===== src/rtl/sumador_pkg.sv =====
// ---------------------------------------------------------------------------
// sumador_pkg
// Shared constants and types for the pipelined ripple-carry adder.
//   DefWidth / DefStages / DefCntW : default top-level parameter values
//   MaxWidth                       : widest operand the stage record can hold
//   stage_t                        : contents of one pipeline stage register
// ---------------------------------------------------------------------------
package sumador_pkg;

    localparam int unsigned DefWidth  = 16;
    localparam int unsigned DefStages = 4;
    localparam int unsigned DefCntW   = 16;

    // The stage record is sized for the widest supported operand so one type
    // serves every configuration. Bits above WIDTH are never set and fold away.
    localparam int unsigned MaxWidth  = 64;

    typedef struct packed {
        logic                valid;  // stage holds a word
        logic [MaxWidth-1:0] sum;    // sum bits produced so far, LSB-first
        logic                carry;  // carry out of the last slice added
        logic [MaxWidth-1:0] a;      // operand A, consumed slices zeroed
        logic [MaxWidth-1:0] b;      // operand B, consumed slices zeroed
    } stage_t;

endpackage


===== src/rtl/sumador_tramo.sv =====
// ---------------------------------------------------------------------------
// sumador_tramo
// Combinational SW-bit ripple-carry slice built from chained one-bit full
// adders.
//   a, b : slice operands
//   ci   : carry into bit 0 of the slice
//   s    : slice sum
//   co   : carry out of the slice MSB
// PwrC is a power-characterisation tag with no functional effect.
// ---------------------------------------------------------------------------
module sumador_tramo #(
    parameter int unsigned SW   = 4,
    parameter int          PwrC = 0
) (
    input  logic [SW-1:0] a,
    input  logic [SW-1:0] b,
    input  logic          ci,
    output logic [SW-1:0] s,
    output logic          co
);

    // Negative tags are reserved by the power flow.
    if (PwrC < 0) begin : g_bad_tag
        $error("sumador_tramo: PwrC must be non-negative");
    end

    // Carry walks bit by bit through one full adder per position; a single
    // block keeps the chain from looking like a combinational loop.
    logic carry;

    always_comb begin
        carry = ci;
        s     = '0;
        for (int i = 0; i < int'(SW); i++) begin
            s[i]  = a[i] ^ b[i] ^ carry;
            carry = (a[i] & b[i]) | (carry & (a[i] ^ b[i]));
        end
        co = carry;
    end

endmodule


===== src/rtl/sumador_rizado_seg.sv =====
// ---------------------------------------------------------------------------
// sumador_rizado_seg
// Pipelined ripple-carry adder: {co, s} = a + b + ci, with the carry chain cut
// into STAGES registered slices of SW = WIDTH/STAGES bits. Valid/ready on both
// sides with a single global stall. An output toggle counter accumulates the
// Hamming distance between consecutive accepted results, saturating.
//   clk, reset            : clock, synchronous active-high reset
//   in_valid / in_ready   : operand handshake (a, b, ci)
//   out_valid / out_ready : result handshake (s, co)
//   tog_clr               : synchronous clear of tog_count (wins over update)
//   tog_count             : saturating output toggle count
// ---------------------------------------------------------------------------
module sumador_rizado_seg
    import sumador_pkg::*;
#(
    parameter int unsigned WIDTH  = DefWidth,
    parameter int unsigned STAGES = DefStages,
    parameter int unsigned CNT_W  = DefCntW,
    parameter int          PwrC   = 0
) (
    input  logic             clk,
    input  logic             reset,
    input  logic             in_valid,
    output logic             in_ready,
    input  logic [WIDTH-1:0] a,
    input  logic [WIDTH-1:0] b,
    input  logic             ci,
    output logic             out_valid,
    input  logic             out_ready,
    output logic [WIDTH-1:0] s,
    output logic             co,
    input  logic             tog_clr,
    output logic [CNT_W-1:0] tog_count
);

    localparam int unsigned SW   = WIDTH / STAGES;
    localparam int unsigned PopW = $clog2(WIDTH + 1);
    // Wide enough that counter + popcount cannot overflow before saturation.
    localparam int unsigned AccW = ((CNT_W > PopW) ? CNT_W : PopW) + 1;

    if ((STAGES == 0) || ((WIDTH % STAGES) != 0) || (WIDTH > MaxWidth)) begin : g_bad_params
        $error("sumador_rizado_seg: WIDTH must be a non-zero multiple of STAGES, <= MaxWidth");
    end

    // -----------------------------------------------------------------------
    // Helpers
    // -----------------------------------------------------------------------

    // Next contents of stage k: inherit the predecessor, insert slice k of the
    // sum, record its carry, and zero the operand slice just consumed.
    function automatic stage_t advance(input stage_t          prev,
                                       input logic [SW-1:0]   slice_sum,
                                       input logic            slice_carry,
                                       input int unsigned     k);
        stage_t nxt;
        nxt                   = prev;
        nxt.sum[k*SW +: SW]   = slice_sum;
        nxt.carry             = slice_carry;
        nxt.a[k*SW +: SW]     = '0;
        nxt.b[k*SW +: SW]     = '0;
        return nxt;
    endfunction

    function automatic logic [PopW-1:0] popcount(input logic [WIDTH-1:0] v);
        logic [PopW-1:0] n;
        n = '0;
        for (int i = 0; i < int'(WIDTH); i++) begin
            n = n + PopW'(v[i]);
        end
        return n;
    endfunction

    // -----------------------------------------------------------------------
    // Pipeline
    // -----------------------------------------------------------------------
    stage_t          stage_in [STAGES];  // what each stage's adder sees
    stage_t          pipe_d   [STAGES];
    stage_t          pipe_q   [STAGES];
    logic [SW-1:0]   slice_s  [STAGES];
    logic            slice_co [STAGES];
    logic            stall;

    // Stage 0 is fed straight from the operand port; ci rides in the carry
    // field so every stage adds its slice with the predecessor's carry.
    assign stage_in[0] = '{valid: in_valid,
                           sum:   '0,
                           carry: ci,
                           a:     MaxWidth'(a),
                           b:     MaxWidth'(b)};

    for (genvar k = 0; k < int'(STAGES); k++) begin : g_stage
        if (k > 0) begin : g_link
            assign stage_in[k] = pipe_q[k-1];
        end

        sumador_tramo #(
            .SW   (SW),
            .PwrC (PwrC)
        ) u_tramo (
            .a  (stage_in[k].a[k*SW +: SW]),
            .b  (stage_in[k].b[k*SW +: SW]),
            .ci (stage_in[k].carry),
            .s  (slice_s[k]),
            .co (slice_co[k])
        );

        assign pipe_d[k] = advance(stage_in[k], slice_s[k], slice_co[k], k);
    end

    // One global stall: a held result freezes every stage, bubbles included.
    assign stall    = out_valid & ~out_ready;
    assign in_ready = ~stall;

    always_ff @(posedge clk) begin
        if (reset) begin
            for (int k = 0; k < int'(STAGES); k++) begin
                pipe_q[k] <= '0;
            end
        end else if (!stall) begin
            pipe_q <= pipe_d;
        end
    end

    assign out_valid = pipe_q[STAGES-1].valid;
    assign s         = pipe_q[STAGES-1].sum[WIDTH-1:0];
    assign co        = pipe_q[STAGES-1].carry;

    // -----------------------------------------------------------------------
    // Output toggle counter
    // -----------------------------------------------------------------------
    logic             handoff;
    logic [AccW-1:0]  tog_sum;
    logic [CNT_W-1:0] tog_sat;
    logic [CNT_W-1:0] tog_q;
    logic [WIDTH-1:0] last_s_q;

    assign handoff = out_valid & out_ready;
    assign tog_sum = AccW'(tog_q) + AccW'(popcount(s ^ last_s_q));
    assign tog_sat = (tog_sum > AccW'({CNT_W{1'b1}})) ? {CNT_W{1'b1}} : tog_sum[CNT_W-1:0];

    always_ff @(posedge clk) begin
        if (reset) begin
            tog_q    <= '0;
            last_s_q <= '0;
        end else begin
            if (tog_clr) begin
                tog_q <= '0;
            end else if (handoff) begin
                tog_q <= tog_sat;
            end
            // last_s tracks every accepted result, even on a clear cycle.
            if (handoff) begin
                last_s_q <= s;
            end
        end
    end

    assign tog_count = tog_q;

endmodule

===== config.mk =====
export PLATFORM = sky130hd
export DESIGN_NAME = sumador_rizado_seg
export DESIGN_NICKNAME = d
export VERILOG_FILES = /design/src/rtl/sumador_pkg.sv /design/src/rtl/sumador_tramo.sv /design/src/rtl/sumador_rizado_seg.sv
export SDC_FILE = /design/constraint.sdc
export NUM_CORES = 1
export LEC_CHECK = 0
export CORE_ASPECT_RATIO = 1.5
export CORE_MARGIN = 3
export CORE_UTILIZATION = 55
export DETAILED_ROUTE_END_ITERATION = 8
export PLACE_DENSITY = 0.8
export REMOVE_ABC_BUFFERS = 1
export SLEW_MARGIN = 20
export SYNTH_ARGS = -nofsm -noshare
export SYNTH_HDL_FRONTEND = slang
export SYNTH_SLANG_ARGS = --single-unit

===== constraint.sdc =====
create_clock -name clk -period 5.3 [get_ports clk]
set_input_delay 1.06 -clock clk [delete_from_list [all_inputs] [get_ports clk]]
set_output_delay 1.06 -clock clk [all_outputs]
set_load 0.05 [all_outputs]

==> run summary <==
Outcome: finished, final reports clean
Pwr/cell area: 336 mW/mm²
Share of cells above drive strength 1: 6.14%
Post-synthesis register bit count: 128
Fin Hold WS: 448 ps
Critical path data arrival time: 5050 ps
Type of the worst setup path: reg2reg
Final slew viol count: 0
CTS Buffer Depth: 2
DR WL/cell: 13.1 µm
Multi-input gate area: 0.00270 mm²
Vias per cell: 5.32
Clock root buffer: clkbuf_16
Setup TNS: 0 ps
Final nets: 796
Post-route worst setup slack: 544 ps
Core box area: 0.00980 mm²
Die Ht: 130 µm
Die footprint: 0.0115 mm²
Worst r2r src: s[0]
Layout Skew: 6.53 ps
IO Port Bufs: 72
Crit start category: register
DRT Pass-1 Iters: 5
CTS tree: built
Worst slew margin: 34.2%
Number of CTS-inserted buffers: 17
Reg2reg setup slack: 540 ps
Clock period minus final worst setup slack: 4760 ps
RSZ-0062 raised after global routing: false
Post-route insts no fill: 848
First-pass GRT wire length: 18.6 mm
Syn Std Cell Area: 0.00560 mm²
Number of global-route vias before repair: 4200
Mapped Avg Cell Area: 8.38 µm²
Chip width: 88.4 µm
Count of cell types in the netlist: 46
Largest net degree at the start of global routing: 108
Crit path from: s[0]
Final Cell Area: 0.00689 mm²
Clk_lat worst skew: 410 ps
H-tree levels: 4
Achievable frequency: 210 MHz
Fill cells: 777
Setup violators final: 0
Hold Fails Final Rpt: 0
Initial Util: 57.2%
Total GRT Usage: 20.8%
Total power: 2.32 mW
Grt total ovfl: 0
Number of flops mapped to enable cells by yosys: 0
Worst endpoint required time: 5590 ps
Site Rows: 44
Post-CTS Setup Repair Bufs: 0
Detail Route Antenna Nets: 0
Worst setup endpoint: tog_count[7]
Antenna violations before repair: 0
IO Count: 73
Final core occ: 70.3%
Ys async rst share: 0%
Post-CTS sizing: 0
Placed Area: 0.00632 mm²
Final Wtd Congestion: 0.792
Hold Buf Count CTS: 0
Worst Hold Class: reg2reg
Sequential share of the synthesized area: 45.8%
Clk sinks: 128
Ys flop type: dfxtp_1
DRT iter0 DRCs: 228
Fin crit share: 89.7%
Sequential cell area: 0.00256 mm²
Max Cap Violations: 0
Worst setup EP type: register
Total number of vias: 4508
N_diodes: 0
Dpl hpwl: 7.27 mm
Syn-to-layout area delta: 23.0%
Clock Pin Slew Worst Setup and Hold Paths: 50 ps
Leakage: 2.74 nW
Syn Inst Count: 668
Yosys warning count: 0
Max VDD drop: 251 µV
Place WS: 569 ps
Worst Reg2Reg Path Length in Cells: 14
Drt drc: 0
RR Endpoint: tog_count[7]
Worst-Margin Slew: 987 ps
Crit-path max FO: 8
Total wire length: 11.1 mm
Placed insts: 818
==> area by class of cell <==
type / count / share of cell area, %
tap: 115 / 2.09
inverter: 47 / 2.58
clock inverter: 6 / 1.20
clock buffer: 24 / 6.99
sequential: 128 / 37.2
multi-input combinational: 453 / 39.2
timing repair buffer: 75 / 10.8
==> flip-flops by register name, summed over array words and instances (netlist names) <==
register and count:
tog_count 16, s 16, pipe_d 51, last_s_q 16
co 1, pipe_q 27, out_valid 1
==> power by group <==
group          total (mW)  internal (mW)  switching, mW  leakage, nW
registers            1.03           1.00         0.0247         1.05
clock network        1.10          0.721          0.384        0.276
logic               0.183         0.0814          0.101         1.41
total                2.32           1.81          0.510         2.74
==> critical path, stage by stage, from the launching register on <==
cell	delay, ps
dfxtp_1	390
xor2_1	220
fa_1	490
fa_1	520
fa_1	540
inv_1	50
fa_1	560
fa_1	200
inv_1	60
fa_1	400
a21oi_1	210
a2bb2oi_1	340
or3_1	340
and4_4	280
nor3_2	40
==> per-layer routing <==
| metal | vias to the layer above | track usage [%] | wire length [µm] |
|---|---|---|---|
| li1 | 2258 | - | - |
| met1 | 2131 | 23.8 | 4410 |
| met2 | 96 | 36.1 | 5990 |
| met3 | 23 | 5.60 | 461 |
| met4 | 0 | 8.72 | 238 |
| met5 | - | 0 | 0 |
==> placed cells by master, fill, tap and decap left out, types with 2 or more instances in the layout <==
cell type,netlist,routed
clkinv_2,0,4
xnor2_1,9,9
o21ai_0,7,7
dfxtp_1,128,128
nand4_1,2,2
clkbuf_1,34,4
a31oi_1,4,4
a21oi_1,105,105
clkbuf_8,0,3
nor3_2,2,2
a21oi_2,4,4
fa_1,28,28
xor2_1,10,10
inv_1,46,46
clkbuf_16,0,17
ha_1,8,8
nor3_1,4,4
buf_4,1,4
a41oi_1,2,2
nor2b_1,3,2
bufinv_16,0,2
nor2_1,21,21
a41o_1,2,2
nand3_1,2,2
and2_1,2,2
and3_1,2,2
a211oi_1,13,13
clkdlybuf4s50_1,0,71
nand2_1,204,204
==> worst min path at each step <==
| stage | to | slack (ps) | cells past startpoint | startpoint |
|---|---|---|---|---|
| 2_1_floorplan | pipe_q[206] | 430 | 2 | pipe_q[206] |
| 3_3_place_gp | pipe_d[387] | 440 | 2 | pipe_d[387] |
| 3_5_place_dp | pipe_d[193] | 440 | 2 | pipe_d[193] |
| 4_1_cts | pipe_d[193] | 450 | 2 | pipe_d[193] |
| 5_1_grt | pipe_d[466] | 470 | 2 | pipe_d[466] |
| 6_report | pipe_q[273] | 450 | 2 | pipe_q[273] |
==> kinds of logic after synthesis <==
group	after synthesis	synth area share [%]
XOR/XNOR	19	2.97
flip-flops	128	45.8
multiplexers	1	0.179
AND/OR/NAND/NOR	252	18.5
adder cells (fa/ha/maj)	36	11.8
AO/OA/AOI/OAI	145	14.7
buffers and inverters	87	6.17
==> synth_stat cells, types with 3 or more instances <==
master	instances	area share, %
nor2b_1	3	0.34
buf_1	3	0.20
a31oi_1	4	0.45
clkbuf_1	34	2.3
a211oi_1	13	1.7
nand2_1	204	14
xor2_1	10	1.6
inv_1	46	3.1
a21oi_1	105	9.4
ha_1	8	1.8
nor3_1	4	0.36
dfxtp_1	128	46
o21ai_0	7	0.63
xnor2_1	9	1.4
a21oi_2	4	0.63
nor2_1	21	1.4
fa_1	28	10
Note: power is estimated with default switching activity, not from simulation.
